`config.mk`:
```
export PLATFORM = sky130hd
export DESIGN_NAME = sub32_pipe
export DESIGN_NICKNAME = d
export VERILOG_FILES = /design/src/rtl/sub_pkg.sv /design/src/rtl/full_adder.sv /design/src/rtl/sub_slice.sv /design/src/rtl/sub32_pipe.sv
export SDC_FILE = /design/constraint.sdc
export NUM_CORES = 1
export LEC_CHECK = 0
export ABC_AREA = 1
export CORE_UTILIZATION = 49
export DETAILED_ROUTE_END_ITERATION = 12
export GPL_TIMING_DRIVEN = 0
export PLACE_DENSITY = 0.83
export RECOVER_POWER = 25
export SYNTH_ARGS = -nofsm -noshare
export SYNTH_HDL_FRONTEND = slang
export SYNTH_SLANG_ARGS = --single-unit
```
`constraint.sdc`:
```
create_clock -name clk_i -period 3.8 [get_ports clk_i]
set_clock_uncertainty 0.2 [all_clocks]
set_input_delay 0.76 -clock clk_i [delete_from_list [all_inputs] [get_ports clk_i]]
set_output_delay 0.76 -clock clk_i [all_outputs]
set_load 0.01 [all_outputs]
```
`src/rtl/sub_pkg.sv`:
```
// Shared constants and helpers for the pipelined subtractor.
// The token layout depends on WIDTH, so the struct itself is declared inside sub32_pipe.
package sub_pkg;

    localparam int unsigned DEF_WIDTH  = 32;
    localparam int unsigned DEF_STAGES = 4;

    // Signed overflow of a - b: operands differ in sign and the result sign differs from a.
    function automatic logic sub_overflow(input logic a_msb, input logic b_msb,
                                          input logic d_msb);
        return (a_msb != b_msb) && (d_msb != a_msb);
    endfunction

endpackage

```
`src/rtl/full_adder.sv`:
```
// One-bit full adder used as the building block of each subtractor slice.
module full_adder (
    input  logic a_i,
    input  logic b_i,
    input  logic cin_i,
    output logic sum_o,
    output logic cout_o
);

    assign sum_o  = a_i ^ b_i ^ cin_i;
    assign cout_o = (a_i & b_i) | (cin_i & (a_i ^ b_i));

endmodule

```
`src/rtl/sub_slice.sv`:
```
// SLICE-bit ripple adder computing a + nb + cin; one instance resolves one pipeline stage.
module sub_slice #(
    parameter int unsigned SLICE = 8
) (
    input  logic [SLICE-1:0] a_i,
    input  logic [SLICE-1:0] nb_i,
    input  logic             cin_i,
    output logic [SLICE-1:0] sum_o,
    output logic             cout_o
);

    logic [SLICE:0] carry;

    assign carry[0] = cin_i;
    assign cout_o   = carry[SLICE];

    for (genvar i = 0; i < SLICE; i++) begin : g_bit
        full_adder u_fa (
            .a_i   (a_i[i]),
            .b_i   (nb_i[i]),
            .cin_i (carry[i]),
            .sum_o (sum_o[i]),
            .cout_o(carry[i+1])
        );
    end

endmodule

```
`src/rtl/sub32_pipe.sv`:
```
// Pipelined WIDTH-bit subtractor, one SLICE per stage, valid/ready on both sides.
// Operands shift right as slices are consumed; finished diff bits shift in from the top.
module sub32_pipe
    import sub_pkg::*;
#(
    parameter int unsigned WIDTH  = DEF_WIDTH,
    parameter int unsigned STAGES = DEF_STAGES
) (
    input  logic             clk_i,
    input  logic             rst_ni,
    input  logic             valid_i,
    output logic             ready_o,
    input  logic [WIDTH-1:0] a_i,
    input  logic [WIDTH-1:0] b_i,
    input  logic             borrow_i,
    output logic             valid_o,
    input  logic             ready_i,
    output logic [WIDTH-1:0] diff_o,
    output logic             borrow_o,
    output logic             overflow_o,
    output logic             zero_o
);

    localparam int unsigned SLICE = WIDTH / STAGES;

    if ((WIDTH % STAGES) != 0 || STAGES < 2) begin : g_bad_params
        $error("sub32_pipe: WIDTH must be a multiple of STAGES and STAGES >= 2");
    end

    typedef struct packed {
        logic [WIDTH-1:0] a_rem;
        logic [WIDTH-1:0] nb_rem;
        logic [WIDTH-1:0] diff_lo;
        logic             carry;
        logic             a_msb;
        logic             b_msb;
    } token_t;

    token_t             tok_in  [STAGES];
    token_t             tok_out [STAGES-1];
    token_t             tok_q   [STAGES-1];
    logic [SLICE-1:0]   sum     [STAGES];
    logic [STAGES-1:0]  cout;
    logic [STAGES-1:0]  v_q;
    logic [STAGES-1:0]  adv;
    logic [STAGES-1:0]  load;
    logic               in_fire;

    logic [WIDTH-1:0]   diff_d, diff_q;
    logic               borrow_q, overflow_q, zero_q;

    // Advance chain runs from the output back to the input, so ready_i reaches ready_o
    // combinationally and bubbles are squeezed out during a downstream stall.
    assign adv[STAGES-1] = v_q[STAGES-1] & ready_i;
    for (genvar s = 0; s < STAGES - 1; s++) begin : g_adv
        assign adv[s] = v_q[s] & (~v_q[s+1] | adv[s+1]);
    end

    assign ready_o = ~v_q[0] | adv[0];
    assign in_fire = valid_i & ready_o;
    assign load    = {adv[STAGES-2:0], in_fire};

    for (genvar k = 0; k < STAGES; k++) begin : g_stage
        if (k == 0) begin : g_head
            assign tok_in[0] = '{a_rem:   a_i,
                                 nb_rem:  ~b_i,
                                 diff_lo: '0,
                                 carry:   ~borrow_i,
                                 a_msb:   a_i[WIDTH-1],
                                 b_msb:   b_i[WIDTH-1]};
        end else begin : g_link
            assign tok_in[k] = tok_q[k-1];
        end

        sub_slice #(
            .SLICE(SLICE)
        ) u_slice (
            .a_i   (tok_in[k].a_rem[SLICE-1:0]),
            .nb_i  (tok_in[k].nb_rem[SLICE-1:0]),
            .cin_i (tok_in[k].carry),
            .sum_o (sum[k]),
            .cout_o(cout[k])
        );

        if (k < STAGES - 1) begin : g_fwd
            assign tok_out[k] = '{a_rem:   tok_in[k].a_rem >> SLICE,
                                  nb_rem:  tok_in[k].nb_rem >> SLICE,
                                  diff_lo: {sum[k], tok_in[k].diff_lo[WIDTH-1:SLICE]},
                                  carry:   cout[k],
                                  a_msb:   tok_in[k].a_msb,
                                  b_msb:   tok_in[k].b_msb};
        end
    end

    assign diff_d = {sum[STAGES-1], tok_in[STAGES-1].diff_lo[WIDTH-1:SLICE]};

    always_ff @(posedge clk_i or negedge rst_ni) begin
        if (!rst_ni) begin
            v_q        <= '0;
            diff_q     <= '0;
            borrow_q   <= 1'b0;
            overflow_q <= 1'b0;
            zero_q     <= 1'b0;
            for (int s = 0; s < STAGES - 1; s++) begin
                tok_q[s] <= '0;
            end
        end else begin
            for (int s = 0; s < STAGES; s++) begin
                if (load[s]) begin
                    v_q[s] <= 1'b1;
                end else if (adv[s]) begin
                    v_q[s] <= 1'b0;
                end
            end
            for (int s = 0; s < STAGES - 1; s++) begin
                if (load[s]) begin
                    tok_q[s] <= tok_out[s];
                end
            end
            if (load[STAGES-1]) begin
                diff_q     <= diff_d;
                borrow_q   <= ~cout[STAGES-1];
                overflow_q <= sub_overflow(tok_in[STAGES-1].a_msb, tok_in[STAGES-1].b_msb,
                                           diff_d[WIDTH-1]);
                zero_q     <= (diff_d == '0);
            end
        end
    end

    assign valid_o    = v_q[STAGES-1];
    assign diff_o     = diff_q;
    assign borrow_o   = borrow_q;
    assign overflow_o = overflow_q;
    assign zero_o     = zero_q;

endmodule
```
==> results.py <==
metrics = {
    "run_status": {
        "status": "finished, violations left",
        "violations": "max-capacitance violations, max-slew violations, negative setup slack",
    },
    "floorplan": {
        "core-area_um2": 15430,
        "die_w_um": 128.5,
        "initial_core_util_pct": 50.86,
        "die_area_um2": 16520,
        "die_y_um": 128.5,
        "boundaryPins": 106,
        "rows": 45,
    },
    "sta": {
        "slew_viol_final": 61,
        "fin_crit_sh_pct": 107.0,
        "fin_ws_ns": -0.2668,
        "hold_viol": 0,
        "tightest_slew_ns": 2.761,
        "setup_viol": 4,
        "fin_crit_ns": 4.067,
        "slew_headroom_pct": -84.04,
        "timing.fmax_ghz": 0.2459,
        "rsz0062_at_grt": "true",
    },
    "finish": {
        "instances_no_fill": 1158,
        "multi_input_area_um2": 2730,
        "area_growth_pct": 26.90,
        "final_nets": 1035,
        "final_cell_mix": "232 x nand2_1, 189 x dfrtp_1, 99 x clkdlybuf4s50_1",
        "layout.cells.most_common": "nand2_1",
        "postLayoutCoreUtil_pct": 64.54,
        "antenna_cells": 0,
        "regArea_um2": 4730,
        "drive_gt1_share_pct": 11.72,
        "nFillCells": 1206,
    },
    "critical_path": {
        "critPathKind": "flop to flop",
        "end_kind": "flop",
        "cp_common_cell": "fa_2",
        "r2r_start": "tok_in[67]",
        "crit_chain": "fa_2 -> fa_2 -> fa_2 -> fa_2 -> inv_2 -> fa_2 -> inv_2 -> fa_2 -> fa_2 -> fa_2 -> and3_4 -> nor2_2 -> o21ai_1",
        "critical_path.max_stage_delay_ns": 0.59,
        "reg2reg_to": "overflow_o",
        "slowest_stage": "fa_2",
        "cp.required_ns": 3.96,
        "r2r_cells": 13,
        "crit_path_max_fanout": 4,
        "r2r_slack_ns": -0.27,
        "setup.worst_path.start_class": "flop",
        "arrival_ns": 4.22,
    },
    "placed_design": {
        "io_buffers": 104,
        "dp_hpwl_mm": 12.19,
        "dp_cells": 1124,
        "gp_congestion": 0.7996,
    },
    "power": {
        "p_leak_uw": 0.004770,
        "p_per_area_nw_per_um2": 799.8,
        "peakVddDrop_mv": 0.4312,
    },
    "global_routing": {
        "grt_pass1_wl_mm": 28.46,
        "antenna_found_initial": 0,
        "grt_overflow_total": 0,
        "grt_max_degree": 130,
        "grt_pass1_vias": 5766,
        "grtUsageTotal_pct": 22.80,
    },
    "worst_hold_path": {
        "worst_hold_path.num_cells": 2,
        "hold_path.class": "flop to flop",
        "hold_start": "tok_in[274]",
        "min_to": "tok_in[274]",
    },
    "detailed_routing": {
        "drt_wl_total_mm": 17.27,
        "drt_iter0_drc": 478,
        "drcViolationCount": 0,
        "vias": 5781,
        "routed_via_density": 4.992,
        "dr.pass1.iters": 5,
        "postRouteAntennaNets": 0,
        "wl_per_cell_um": 14.92,
    },
    "logic_synthesis": {
        "syn_area_um2": 7846,
        "yosysTopAreaCellShare_pct": 60.28,
        "synth_seq_cells": 189,
        "ys.warnings.count": 0,
        "yosys.area.top_type": "dfrtp_1",
        "synth_area_per_cell_um2": 9.711,
        "synth.distinct_cells": 20,
        "synth_nets": 909,
        "synthesis.instances": 808,
        "synth_area_leaders": "dfrtp_1 60%, nand2_1 11%, fa_1 8.2%",
        "yosysSeqAreaShare_pct": 60.28,
    },
    "clock_network": {
        "clk_latency_ns": 0.44,
        "cts_hold_buf": 0,
        "cts.sinks": 189,
        "cts_buffers": 17,
        "cts_tree": "yes",
        "clockRootBuffer": "clkbuf_16",
        "path_clk_slew_ns": 0.07,
        "htree_levels": 4,
        "max-clock-path-buffers": 2,
    },
    "run": {
        "max_cap_viol_count": 1,
    },
}
==> critical path, delay by kind of cell (launching register included) <==
| family | cells | cell delay, ns |
|---|---|---|
| DFF | 1 | 0.41 |
| adders and majority gates | 8 | 2.92 |
| AOI/OAI and AO/OA | 1 | 0.12 |
| and+or+nand+nor | 2 | 0.23 |
| buffers and inverters | 2 | 0.10 |
==> area by class of cell <==
class / count / area share [%]
timing repair buffer: 107 / 10.81
multi-input combinational: 502 / 27.42
tap: 211 / 2.651
sequential: 189 / 47.50
buffer: 40 / 1.885
inverter: 77 / 2.978
clock inverter: 11 / 2.136
clock buffer: 21 / 4.624
==> registers in the layout, summed over array words and instances (netlist names) <==
register / flops
borrow_o: 1
diff_d: 24
diff_o: 32
overflow_o: 1
tok_in: 126
v_q: 4
zero_o: 1
==> layer usage <==
layer  share of wire (%)  wire [um]  track usage, %
met5                   0          0               0
met1                  44       7643           30.49
met3                 4.9        847           5.530
met2                  49       8480           36.92
met4                 1.7        301           7.405
==> cell usage after synthesis (all sizes together) <==
cell type and count:
nand2 234, dfrtp 189, o21ai 84, inv 76
nor2 60, nand3 48, a21oi 40, fa 32
buf 28, clkbuf 12, and3 1, clkinv 1
nand4 1, nor3 1, o21bai 1
==> repair_timing <==
action	CTS	global route
endpoints found under the setup margin	9	7
hold endpoints to repair	0	0
pin swaps	27	20
gates resized for setup	28	8
setup buffers	2	0
==> cell families (layout without fill, tap and decap cells) <==
group | Yosys count | after routing | synth area share [%]
flip-flops | 189 | 189 | 60.28
buffers and inverters | 117 | 256 | 6.075
AO/OA/AOI/OAI | 125 | 125 | 8.005
AND/OR/NAND/NOR | 345 | 345 | 17.48
adder cells (fa/ha/maj) | 32 | 32 | 8.165
==> power by group <==
| part | switching, uW | internal (uW) |
|---|---|---|
| logic | 1530 | 1200 |
| clock network | 749 | 1270 |
| registers | 468 | 2740 |
==> worst max path at each step <==
stage                from          end  slack (ns)  depth (start not counted)
2_1_floorplan      a_i[0]  tok_in[232]       -0.32                         12
3_3_place_gp       rst_ni    diff_o[2]       -5.70                          1
3_5_place_dp       a_i[0]  tok_in[232]       -1.03                         13
4_1_cts        tok_in[67]       zero_o       -0.25                         15
5_1_grt        tok_in[67]       zero_o       -0.40                         15
6_report       tok_in[67]   overflow_o       -0.27                         13
==> metrics by stage <==
step | total power (uW) | instance area, um2 | worst slack [ns] | TNS [ns] | hold slack, ns
final | 7964 | 9957 | -0.2668 | -0.7370 | 0.2748
after global routing | 8488 | 9957 | -0.3994 | -2.800 | 0.2975
after CTS | 7956 | 9956 | -0.2535 | -0.8610 | 0.05508
after detailed placement | 5862 | 9256 | -1.032 | -3.842 | 0.2623
after global placement | 5714 | 9224 | -5.704 | -1078.94 | 0.2560
after floorplan | 4678 | 7919 | -0.3171 | -0.4504 | 0.2419
(Power assumes the default switching activity.)
